--- src/rtl/line_buf_pkg.sv ---
// line_buf_pkg: shared types, widths and byte-merge helper for the line buffer responder.
package line_buf_pkg;
    localparam int ADDR_W      = 32;
    localparam int BEAT_W      = 64;
    localparam int BURST_LEN   = 4;
    localparam int LINE_W      = BEAT_W * BURST_LEN;
    localparam int OFFSET_BITS = 5;
    localparam int TAG_W       = ADDR_W - OFFSET_BITS;

    typedef enum logic [2:0] {IDLE, CHECK, WB, FILL, RESP} state_t;

    function automatic logic [31:0] merge_bytes(input logic [31:0] old_w, input logic [31:0] new_w,
                                                input logic [3:0] mbe);
        logic [31:0] r;
        for (int i = 0; i < 4; i++) r[i*8 +: 8] = mbe[i] ? new_w[i*8 +: 8] : old_w[i*8 +: 8];
        return r;
    endfunction
endpackage

--- src/rtl/burst_beat_counter.sv ---
// burst_beat_counter: 2-bit beat index for a 4-beat burst; wraps 3->0, clear has priority over increment.
module burst_beat_counter (
    input  logic       clk,
    input  logic       rst,
    input  logic       clr_i,
    input  logic       inc_i,
    output logic [1:0] beat_o,
    output logic       last_o
);
    logic [1:0] cnt_q;

    always_ff @(posedge clk or posedge rst) begin
        if (rst) cnt_q <= '0;
        else if (clr_i) cnt_q <= '0;
        else if (inc_i) cnt_q <= cnt_q + 2'd1;
    end

    assign beat_o = cnt_q;
    assign last_o = cnt_q == 2'd3;
endmodule

--- src/rtl/line_buffer_responder.sv ---
// line_buffer_responder: one-line write-back/write-allocate buffer between a CPU port and a burst memory port.
// Define LINE_BUF_STATS_EN to add saturating hit_count/miss_count outputs.
module line_buffer_responder
    import line_buf_pkg::*;
(
    input  logic              clk,
    input  logic              rst,
    input  logic              mem_read,
    input  logic              mem_write,
    input  logic [3:0]        mem_mbe,
    input  logic [ADDR_W-1:0] mem_addr,
    input  logic [31:0]       mem_wdata,
    output logic              mem_resp,
    output logic [31:0]       mem_rdata,
    output logic              pmem_read,
    output logic              pmem_write,
    output logic [ADDR_W-1:0] pmem_addr,
    output logic [BEAT_W-1:0] pmem_wdata,
    input  logic [BEAT_W-1:0] pmem_rdata,
    input  logic              pmem_resp
`ifdef LINE_BUF_STATS_EN
    ,
    output logic [31:0]       hit_count,
    output logic [31:0]       miss_count
`endif
);
    state_t            state_q, state_d;
    logic [LINE_W-1:0] line_q;
    logic [TAG_W-1:0]  tag_q;
    logic              valid_q, dirty_q;
    logic [ADDR_W-1:2] addr_q;
    logic              we_q;
    logic [3:0]        mbe_q;
    logic [31:0]       wdata_q;
    logic [1:0]        beat;
    logic              last, beat_clr, beat_inc, hit;
    logic [TAG_W-1:0]  req_tag;
    logic [2:0]        word;

    assign req_tag = addr_q[ADDR_W-1:OFFSET_BITS];
    assign word    = addr_q[4:2];
    assign hit     = valid_q && tag_q == req_tag;

    burst_beat_counter u_beat (
        .clk    (clk),
        .rst    (rst),
        .clr_i  (beat_clr),
        .inc_i  (beat_inc),
        .beat_o (beat),
        .last_o (last)
    );

    always_comb begin
        state_d = state_q;
        case (state_q)
            IDLE:    if (mem_read || mem_write) state_d = CHECK;
            CHECK:   state_d = hit ? RESP : (dirty_q ? WB : FILL);
            WB:      if (pmem_resp && last) state_d = FILL;
            FILL:    if (pmem_resp && last) state_d = RESP;
            RESP:    state_d = IDLE;
            default: state_d = IDLE;
        endcase
        mem_resp   = state_q == RESP;
        pmem_write = state_q == WB;
        pmem_read  = state_q == FILL;
        mem_rdata  = (mem_resp && !we_q) ? line_q[{word, 5'b0} +: 32] : '0;
        pmem_addr  = pmem_write ? {tag_q, 5'b0} : (pmem_read ? {req_tag, 5'b0} : '0);
        pmem_wdata = pmem_write ? line_q[{beat, 6'b0} +: BEAT_W] : '0;
        beat_clr   = (state_d == WB || state_d == FILL) && state_d != state_q;
        beat_inc   = (pmem_write || pmem_read) && pmem_resp;
    end

    // The request is captured at acceptance so a dropped request still completes coherently.
    always_ff @(posedge clk or posedge rst) begin
        if (rst) begin
            state_q <= IDLE;
            line_q  <= '0;
            tag_q   <= '0;
            valid_q <= 1'b0;
            dirty_q <= 1'b0;
            addr_q  <= '0;
            we_q    <= 1'b0;
            mbe_q   <= '0;
            wdata_q <= '0;
        end else begin
            state_q <= state_d;
            if (state_q == IDLE && (mem_read || mem_write)) begin
                addr_q  <= mem_addr[ADDR_W-1:2];
                we_q    <= mem_write && !mem_read;
                mbe_q   <= mem_mbe;
                wdata_q <= mem_wdata;
            end
            if (state_q == WB && pmem_resp && last) dirty_q <= 1'b0;
            if (state_q == FILL && pmem_resp) begin
                line_q[{beat, 6'b0} +: BEAT_W] <= pmem_rdata;
                if (last) begin
                    valid_q <= 1'b1;
                    tag_q   <= req_tag;
                end
            end
            if (state_q == RESP && we_q) begin
                line_q[{word, 5'b0} +: 32] <= merge_bytes(line_q[{word, 5'b0} +: 32], wdata_q, mbe_q);
                dirty_q <= 1'b1;
            end
        end
    end

`ifdef LINE_BUF_STATS_EN
    logic [31:0] hit_q, miss_q;

    always_ff @(posedge clk or posedge rst) begin
        if (rst) begin
            hit_q  <= '0;
            miss_q <= '0;
        end else if (state_q == CHECK) begin
            if (hit && hit_q != 32'hFFFF_FFFF) hit_q <= hit_q + 32'd1;
            if (!hit && miss_q != 32'hFFFF_FFFF) miss_q <= miss_q + 32'd1;
        end
    end

    assign hit_count  = hit_q;
    assign miss_count = miss_q;
`endif
endmodule

--- config.mk ---
export PLATFORM = sky130hd
export DESIGN_NAME = line_buffer_responder
export DESIGN_NICKNAME = d
export VERILOG_FILES = /design/src/rtl/line_buf_pkg.sv /design/src/rtl/burst_beat_counter.sv /design/src/rtl/line_buffer_responder.sv
export SDC_FILE = /design/constraint.sdc
export NUM_CORES = 1
export LEC_CHECK = 0
export BUFFER_PORTS_ARGS = -buffer_cell sky130_fd_sc_hd__buf_4
export CORE_MARGIN = 3
export CORE_UTILIZATION = 30
export DETAILED_ROUTE_END_ITERATION = 8
export PLACE_DENSITY = 0.59
export REMOVE_ABC_BUFFERS = 1
export SETUP_SLACK_MARGIN = 0.3
export SKIP_CTS_REPAIR_TIMING = 1
export SLEW_MARGIN = 20
export SYNTH_ARGS = -nofsm -noshare
export SYNTH_HDL_FRONTEND = slang
export SYNTH_SLANG_ARGS = --single-unit
--- constraint.sdc ---
create_clock -name clk -period 10.1 [get_ports clk]
set_input_delay 0.505 -clock clk [delete_from_list [all_inputs] [get_ports clk]]
set_output_delay 0.505 -clock clk [all_outputs]
set_load 0.02 [all_outputs]
==> out/qor.yml, run 1 <==
status:
  status: "completed"
synth:
  synth.distinct_cells: 43
  synthArstFlopShare: 1.00
  synth_edf_count: 0
  syn_area_mm2: 0.0203
  avgSynthCellArea_um2: 10.9
  synthTopCellsByCount: "dfrtp_1 (357), a21oi_1 (290), and3_1 (196)"
  synth.most_common_cell: "dfrtp_1"
  synth_cells: 1858
  ys_warn_count: 0
  synthFlopType: "dfrtp_1"
  seq_area_frac_synth: 0.440
  netlist_top_cells_area: "dfrtp_1 (44%), mux2_2 (8.5%), a21oi_1 (7.1%), mux4_2 (7.1%), and3_1 (6.0%)"
  synth_top_area_frac: 0.440
  ys_seq_elements: 357
  yosys.area.top_type: "dfrtp_1"
final_layout:
  syn2layout_area_growth_pct: 20.8
  instances_no_fill: 2904
  fin_nets: 2145
  fin_area_mm2: 0.0245
  drive_above_1_share: 0.308
critical_path:
  worstPathRequired_ns: 9.60
  path_delay_family: "buffers and inverters"
  cp.depth: 5
  worstPathArrival_ns: 3.58
  cp_max_fo: 52
  ff2ff_path_depth: 8
  cpMostUsedCell: "buf_4"
  end_kind: "primary output"
  cp_slowest_cell: "dfrtp_4"
  startpoint_type: "register"
  cp_num_buf_inv: 2
  cp_slowest_stage_delay_ns: 0.82
  crit_chain: "buf_4, mux2i_1, a22o_1, nor3_1, buf_4"
  critPathKind: "reg2out"
die:
  chipWidth_um: 266
  die_area_mm2: 0.0708
  initial_core_util: 0.306
  rows: 94
  die-height_um: 266
  io-pin-count: 268
  core_area_mm2: 0.0665
drt:
  drc: 0
  wl_per_cell_um: 27.9
  drt_iter0_drc: 1854
  via_per_inst: 6.25
  antenna_left: 0
  finalWirelength_um: 80900
  vias: 18200
  drt_pass1_iterations: 6
power:
  p_leak_nw: 11.3
  p_per_area_mw_per_mm2: 314
  vdd_drop_max_mv: 0.196
  total_power_w: 0.00770
hold_path:
  hold_class: "in2async"
timing:
  slew-limit-headroom: 0.244
  slew_viol_final: 0
  timing.fmax_mhz: 245
  finalSetupViolations: 0
  hold_viol: 0
  fin_crit_ns: 4.08
  grt_setup_unrepaired: "false"
  finalSetupTns_ns: 0
  skew_ns: 0.0170
  fin_crit_sh: 0.404
  tightest_slew_ns: 1.13
clock_tree:
  worst_setup_hold_path_clk_slew_ns: 0.06
  htreeDepth: 2
  clkSinkCount: 357
  cts_buffers: 45
  clkLatencyLatePin_ns: 0.58
  cts_tree: "done"
  clock-root-buffer: "clkbuf_16"
  clockBufferDepth: 3
placed_design:
  gp_congestion: 0.832
  placed_cells: 2817
  dpl_cell_area_mm2: 0.0229
  port_buffers: 260
  hpwl_um: 46200
global_route:
  grt_pass1_wl_um: 120000
  globalRouteMet3Util: 0.0563
  grt_pass1_vias: 18700
  antenna_found_initial: 6
  met2_usage: 0.348
  track_usage: 0.222
  grt_use_met1: 0.291
  busiest_layer: "met2"
  grt_max_degree: 79
  gr-total-overflow: 0
flow_run:
  drv_cap: 0
-- through the flow --
| stage | hold WS (ns) | utilization | worst slack, ns |
|---|---|---|---|
| after floorplan | 0.439 | - | -0.310 |
| after global placement | 0.458 | 0.344 | 6.11 |
| after detailed placement | 0.454 | 0.344 | 6.03 |
| after CTS | 0.00928 | 0.369 | 5.97 |
| after global routing | 0.0413 | 0.369 | 5.76 |
| final | 0.00162 | 0.369 | 6.02 |
-- logic make-up (layout without fill, tap and decap cells) --
logic type / Yosys count / in the layout / synth area share
xor+xnor: 29 / 29 / 0.0125
mux: 283 / 283 / 0.188
compound gates: 646 / 646 / 0.212
other cells: 1 / 9 / 0.000185
fa+ha+maj: 8 / 8 / 0.00493
flops: 357 / 357 / 0.440
buf+inv: 216 / 390 / 0.0463
simple gates: 318 / 318 / 0.0952
-- state kept, by name (all words and copies together), names as in the netlist --
name and cells:
line_q 256, wdata_q 32, addr_q 30, tag_q 27, mbe_q 4, state_q 3, u_beat.beat_o 2, dirty_q 1
valid_q 1, we_q 1
-- path summary, 6_finish.rpt --
check                      slack, ns             to        startpoint
setup / recovery                6.02  mem_rdata[15]         addr_q[2]
hold / removal                 0.002     wdata_q[8]               rst
setup reg to reg                6.03    line_q[245]  u_beat.beat_o[0]
hold reg to reg                 0.48        valid_q           valid_q
max in group asynchronous       7.76    line_q[178]               rst
min in group clk                0.12           we_q          mem_read
-- layer usage --
layer / share of wire / vias up
met5: 0.00033 / -
met4: 0.040 / 4
met3: 0.11 / 226
met2: 0.45 / 1164
met1: 0.39 / 9137
li1: - / 7619
-- cells in the final DEF, fill, tap and decap left out, drive strengths merged, types with 2 or more instances in the layout --
cell      count
dfrtp       357
buf         299
a21oi       292
and3        196
mux2        154
a221oi      128
a211oi      128
nor3         70
mux2i        65
mux4         64
clkbuf       64
a22o         59
o22ai        32
xnor2        29
nor2         11
inv           9
ha            8
bufinv        8
nand2         8
clkinv        8
nand4         7
conb          5
nand3         5
nor4          5
nand2b        5
diode         4
o21ai         4
nor2b         2
or2           2
clkinvlp      2
-- cell type report --
class                   count  area, µm²
clock buffers              64       1320
diodes                      4       10.0
repair buffers            299       2240
well taps                 864       1080
fillers                  6496      41900
flip-flops and latches    357       8950
inverters                   8       37.5
clock inverters            19        308
multi-input cells        1289      10600
-- report_power, final --
part | internal, W | total, W | leakage [nW] | switching [W]
Sequential | 0.00196 | 0.00258 | 4.76 | 0.000621
Clock | 0.00111 | 0.00178 | 0.797 | 0.000667
Combinational | 0.00143 | 0.00334 | 5.73 | 0.00192
Total | 0.00450 | 0.00770 | 11.3 | 0.00320
Power figures use the tool's default switching activity.
==> run 2: changes to the inputs <==
--- a/config.mk
+++ b/config.mk
@@ -9,7 +9,7 @@
 export CORE_MARGIN = 3
 export CORE_UTILIZATION = 30
 export DETAILED_ROUTE_END_ITERATION = 8
-export PLACE_DENSITY = 0.59
+export PLACE_DENSITY = 0.57
 export REMOVE_ABC_BUFFERS = 1
 export SETUP_SLACK_MARGIN = 0.3
 export SKIP_CTS_REPAIR_TIMING = 1
==> constraint.sdc (replaced) <==
create_clock -name clk -period 3.85 [get_ports clk]
set_input_delay 0.1925 -clock clk [delete_from_list [all_inputs] [get_ports clk]]
set_output_delay 0.1925 -clock clk [all_outputs]
set_load 0.02 [all_outputs]
==> out/qor.yml, run 2 (synthesis gave the netlist of run 1 again) <==
status:
  status: "finished, violations left"
  violations: "negative hold slack"
clock_tree:
  worst_setup_hold_path_clk_slew_ns: 0.06  # about the same
  cts_tree: "done"
  clock-root-buffer: "clkbuf_16"
  htreeDepth: 2  # unchanged
  clkLatencyLatePin_ns: 0.57  # about the same
  clockBufferDepth: 3  # unchanged
  clkSinkCount: 357  # unchanged
  cts_buffers: 45  # unchanged
timing:
  skew_ns: 0.0181  # +0.00107 ns
  finalSetupViolations: 0  # unchanged
  fin_crit_sh: 0.872
  timing.fmax_mhz: 298
  slew-limit-headroom: 0.251  # +0.00643
  hold_viol: 4  # +4
  slew_viol_final: 0  # unchanged
  hold_slack_ns: -0.0309  # -0.0325 ns
  worst_slack_ns: 0.493  # -5.52 ns
  grt_setup_unrepaired: "false"
  finalSetupTns_ns: 0  # unchanged
  tightest_slew_ns: 1.12  # -0.00120 ns
  fin_crit_ns: 3.36
final_layout:
  top_register: "line_q"
  final_common_cell: "dfrtp_1"
  mostFrequentLayoutCells: "dfrtp_1 (353), buf_4 (312), a21oi_1 (290)"
  top_regs: "line_q: 256 flops, wdata_q: 32 flops, addr_q: 30 flops"
  syn2layout_area_growth_pct: 27.7
  drive_above_1_share: 0.296  # -0.0128
  fillCellCount: 6368  # -2.0%
  largest_reg_flops: 256  # unchanged
  final_util: 0.390  # +0.0210
  fin_nets: 2296  # +7.0%
placed_design:
  port_buffers: 260  # unchanged
  hpwl_um: 47700  # +3.2%
  gp_congestion: 0.823  # -1.1%
  dp_worst_setup_slack_ns: 0.839  # -5.19 ns
die:
  core_area_mm2: 0.0665  # unchanged
  initial_core_util: 0.306  # unchanged
  chipWidth_um: 266  # unchanged
  die-height_um: 266  # unchanged
  rows: 94  # unchanged
  io-pin-count: 268  # unchanged
  die_area_mm2: 0.0708  # unchanged
drt:
  wl_per_cell_um: 26.6  # -4.6%
  via_per_inst: 6.11  # -2.3%
  antenna_left: 0  # unchanged
  finalWirelength_um: 81100  # +0.31%
  drt_iter0_drc: 1853  # -0.054%
  drt_pass1_iterations: 5  # -1
  drc: 0  # unchanged
  vias: 18600  # +2.7%
critical_path:
  cp_slowest_cell: "nor3_1"
  critPathKind: "reg2out"
  end_kind: "primary output"
  crit_chain: "nor3b_1, nand2b_2, nor3_1, buf_4"
  crit_start: "state_q[2]"
  r2r-start: "state_q[1]"
  cp_slowest_stage_delay_ns: 0.80  # -0.02 ns
  worstPathRequired_ns: 3.66  # -5.94 ns
  ff2ff_path_depth: 7  # -1
  cp_max_fo: 20  # -62%
  timing.rr.end: "line_q[108]"
  worstPathArrival_ns: 3.16  # -0.42 ns
  rrSetupSlack_ns: 0.81  # -5.22 ns
  startpoint_type: "register"
global_route:
  antenna_found_initial: 8  # +2
  grt_max_degree: 132  # +67%
  grt_pass1_vias: 18600  # -0.46%
  grt_pass1_wl_um: 119000  # -0.83%
  gr-total-overflow: 0  # unchanged
  track_usage: 0.220  # -0.00174
power:
  p_int_w: 0.0116  # +160%
  power.share.sequential: 0.328  # -0.007
  p_leak_nw: 11.9  # +5.4%
  swShare: 0.421  # +0.00511
  combPwrFrac: 0.461  # +0.027
  vdd_drop_max_mv: 0.523  # +170%
  clkPwrFrac: 0.210  # -0.021
  power_switching_w: 0.00843  # +160%
  p_per_area_mw_per_mm2: 773  # +150%
hold_path:
  min_delay_path_depth: 3
  hold_start: "pmem_rdata[44]"
  hold_class: "in2reg"
  hold_path_end: "line_q[236]"
flow_run:
  drv_cap: 0  # unchanged
## run 2: changes by cell type in the layout (fill, tap and decap cells not counted)
cell           previous run  this run
dlygate4sd3_1             0       130
buf_4                   299       312
buf_12                    0         8
bufinv_16                 8         1
clkbuf_8                  8        11
clkinv_2                  7         9
clkbuf_1                  9        10
clkinvlp_4                2         1
## run 2: cell type report
cell class	instances	area, µm²	area share
tap	864	1080	0.0417
antenna	4	10.0	0.000386
sequential	357	8950	0.345
clock inverter	13	100	0.00386
clock buffer	68	1370	0.0527
inverter	8	37.5	0.00145
multi-input combinational	1289	10600	0.408
timing repair buffer	450	3800	0.147
## run 2: power groups by stage
stage / combinational, W / sequential, W / clock (W)
floorplan: 0.00587 / 0.00646 / 0
detailed placement: 0.00896 / 0.00660 / 0
CTS: 0.00901 / 0.00655 / 0.00430
global route: 0.00986 / 0.00677 / 0.00447
global placement: 0.00881 / 0.00653 / 0
finish: 0.00924 / 0.00658 / 0.00422
## run 2: metal layers
metal	track usage	vias to the layer above	part of all wire
met2	0.346	1105	0.46
met3	0.0560	254	0.099
met1	0.290	9370	0.40
met5	0	-	0.00026
li1	-	7912	-
met4	0.0919	4	0.041
## run 2: metrics by stage
stage	area, µm²	total power, W	cells
3_3_place_gp	23100	0.0153	2838
2_1_floorplan	19400	0.0123	1654
4_1_cts	24600	0.0199	2919
6_report	25900	0.0200	3053
3_5_place_dp	23100	0.0156	2838
5_1_grt	25900	0.0211	3051
## run 2: worst max-delay path by stage
stage | endpoint | cells after the start
6_report | mem_rdata[15] | 4
5_1_grt | mem_rdata[15] | 4
4_1_cts | mem_rdata[28] | 5
3_5_place_dp | line_q[206] | 7
3_3_place_gp | line_q[9] | 8
2_1_floorplan | addr_q[10] | 1
## run 2: critical path, delay by kind of cell (launching register included)
kind,cells,cell delay [ns]
buf+inv,1,0.27
simple gates,3,1.80
flops,1,0.51
==> run 3: changes to the inputs <==
--- a/config.mk
+++ b/config.mk
@@ -5,7 +5,7 @@
 export SDC_FILE = /design/constraint.sdc
 export NUM_CORES = 1
 export LEC_CHECK = 0
-export BUFFER_PORTS_ARGS = -buffer_cell sky130_fd_sc_hd__buf_4
+export BUFFER_PORTS_ARGS = -buffer_cell sky130_fd_sc_hd__buf_2
 export CORE_MARGIN = 3
 export CORE_UTILIZATION = 30
 export DETAILED_ROUTE_END_ITERATION = 8
==> out/qor.yml, run 3 (synthesis gave the netlist of run 1 again) <==
flow_run:
  drv_cap: 0  # unchanged
timing:
  timing.fmax_mhz: 305  # +2.5%
  hold_slack_ns: -0.0346  # -0.00366 ns
  slew-limit-headroom: 0.273  # +0.0223
  skew_ns: 0.0264  # +0.00832 ns
  fin_crit_ns: 3.28  # -0.0822 ns
  tightest_slew_ns: 1.09  # -0.0334 ns
  finalSetupViolations: 0  # unchanged
  fin_crit_sh: 0.851  # -0.0214
  hold_viol: 6  # +2
  grt_setup_unrepaired: "false"
  slew_viol_final: 0  # unchanged
placed_design:
  port_buffers: 260  # unchanged
  hpwl_um: 47800  # +0.26%
  placed_cells: 2835  # -0.11%
  gp_congestion: 0.815  # -0.97%
critical_path:
  worstPathRequired_ns: 3.66  # about the same
  cpMostUsedCell: "buf_4"
  startpoint_type: "register"
  cp_slowest_cell: "dfrtp_2"
  critPathKind: "reg2out"
  crit_chain: "nor3b_2, nand2b_4, buf_4, buf_4, nor3_1, buf_2"
  cp_slowest_stage_delay_ns: 0.68  # -0.12 ns
  cp_max_fo: 37  # +85%
  end_kind: "primary output"
  rrSetupSlack_ns: 0.68  # -0.13 ns
  worstPathArrival_ns: 3.08  # -0.08 ns
final_layout:
  top_regs: "line_q: 256 flops, wdata_q: 32 flops, addr_q: 30 flops"
  final_util: 0.382  # -0.00785
  mostFrequentLayoutCells: "dfrtp_1 (353), a21oi_1 (290), buf_2 (260)"
  drive_above_1_share: 0.298  # +0.00187
  syn2layout_area_growth_pct: 25.1
  top_register: "line_q"
  fin_nets: 2288  # -0.35%
  instances_no_fill: 3046  # -0.23%
  largest_reg_flops: 256  # unchanged
  final_common_cell: "dfrtp_1"
die:
  chipWidth_um: 266  # unchanged
  die-height_um: 266  # unchanged
  core_area_mm2: 0.0665  # unchanged
  io-pin-count: 268  # unchanged
  die_area_mm2: 0.0708  # unchanged
  rows: 94  # unchanged
  initial_core_util: 0.306  # unchanged
global_route:
  gr-total-overflow: 0  # unchanged
  grt_max_degree: 132  # unchanged
  antenna_found_initial: 8  # unchanged
  grt_pass1_wl_um: 119000  # about the same
  grt_pass1_vias: 18600  # +0.36%
  track_usage: 0.219  # -0.000915
hold_path:
  hold_class: "in2reg"
clock_tree:
  clockBufferDepth: 3  # unchanged
  htreeDepth: 2  # unchanged
  worst_setup_hold_path_clk_slew_ns: 0.06  # about the same
  clock-root-buffer: "clkbuf_16"
  clkSinkCount: 357  # unchanged
  cts_buffers: 45  # unchanged
  cts_tree: "done"
  clkLatencyLatePin_ns: 0.60  # +0.03 ns
drt:
  vias: 18400  # -1.1%
  drc: 0  # unchanged
  wl_per_cell_um: 26.5  # -0.20%
  via_per_inst: 6.06  # -0.85%
  finalWirelength_um: 80800  # -0.43%
  drt_iter0_drc: 1656  # -11%
  drt_pass1_iterations: 5  # unchanged
  antenna_left: 0  # unchanged
power:
  vdd_drop_max_mv: 0.531  # +1.6%
  total_power_w: 0.0201  # +0.58%
  p_per_area_mw_per_mm2: 793  # +2.6%
  p_leak_nw: 11.8  # -0.44%
status:
  violations: "negative hold slack"
  status: "finished, violations left"
## run 3: path summary, 6_finish.rpt
check / endpoint / from / cells past startpoint
max: mem_rdata[17] / state_q[1] / 6
max in group asynchronous: line_q[107] / rst / 4
min: line_q[242] / pmem_rdata[50] / 3
min reg2reg: valid_q / valid_q / 1
min in group asynchronous: line_q[71] / rst / 3
max reg2reg: line_q[248] / u_beat.beat_o[1] / 7
## run 3: per-layer routing
metal	up-vias	wire length [µm]	global-route usage
li1	7890	-	-
met1	9351	33800	0.294
met2	996	36900	0.347
met3	203	7350	0.0521
met4	4	2670	0.0794
met5	-	16	0
## run 3: power by group
group	switching (W)	internal (W)	total, W
clock	0.00178	0.00284	0.00462
combinational	0.00525	0.00373	0.00899
sequential	0.00141	0.00514	0.00654
## run 3: layout make-up
class,count,area (µm²)
fill,6379,41100
multi-input combinational,1289,10600
sequential,357,8950
timing repair buffer,442,3130
clock buffer,62,1300
tap,864,1080
clock inverter,20,305
inverter,8,37.5
antenna,4,10.0
## run 3: metrics by stage
stage	hold WS, ns	instance area [µm²]	TNS (ns)	worst slack (ns)
2_1_floorplan	0.278	19400	-3186.88	-6.25
3_3_place_gp	0.391	22500	0	0.841
3_5_place_dp	0.387	22500	0	0.746
4_1_cts	-0.241	24100	0	0.291
5_1_grt	0.00531	25400	0	0.485
6_report	-0.0346	25400	0	0.575
## run 3: critical path, delay by kind of cell (launching register included)
kind / cells / cell delay, ns
buffers and inverters: 3 / 0.81
DFF: 1 / 0.68
and+or+nand+nor: 3 / 0.98
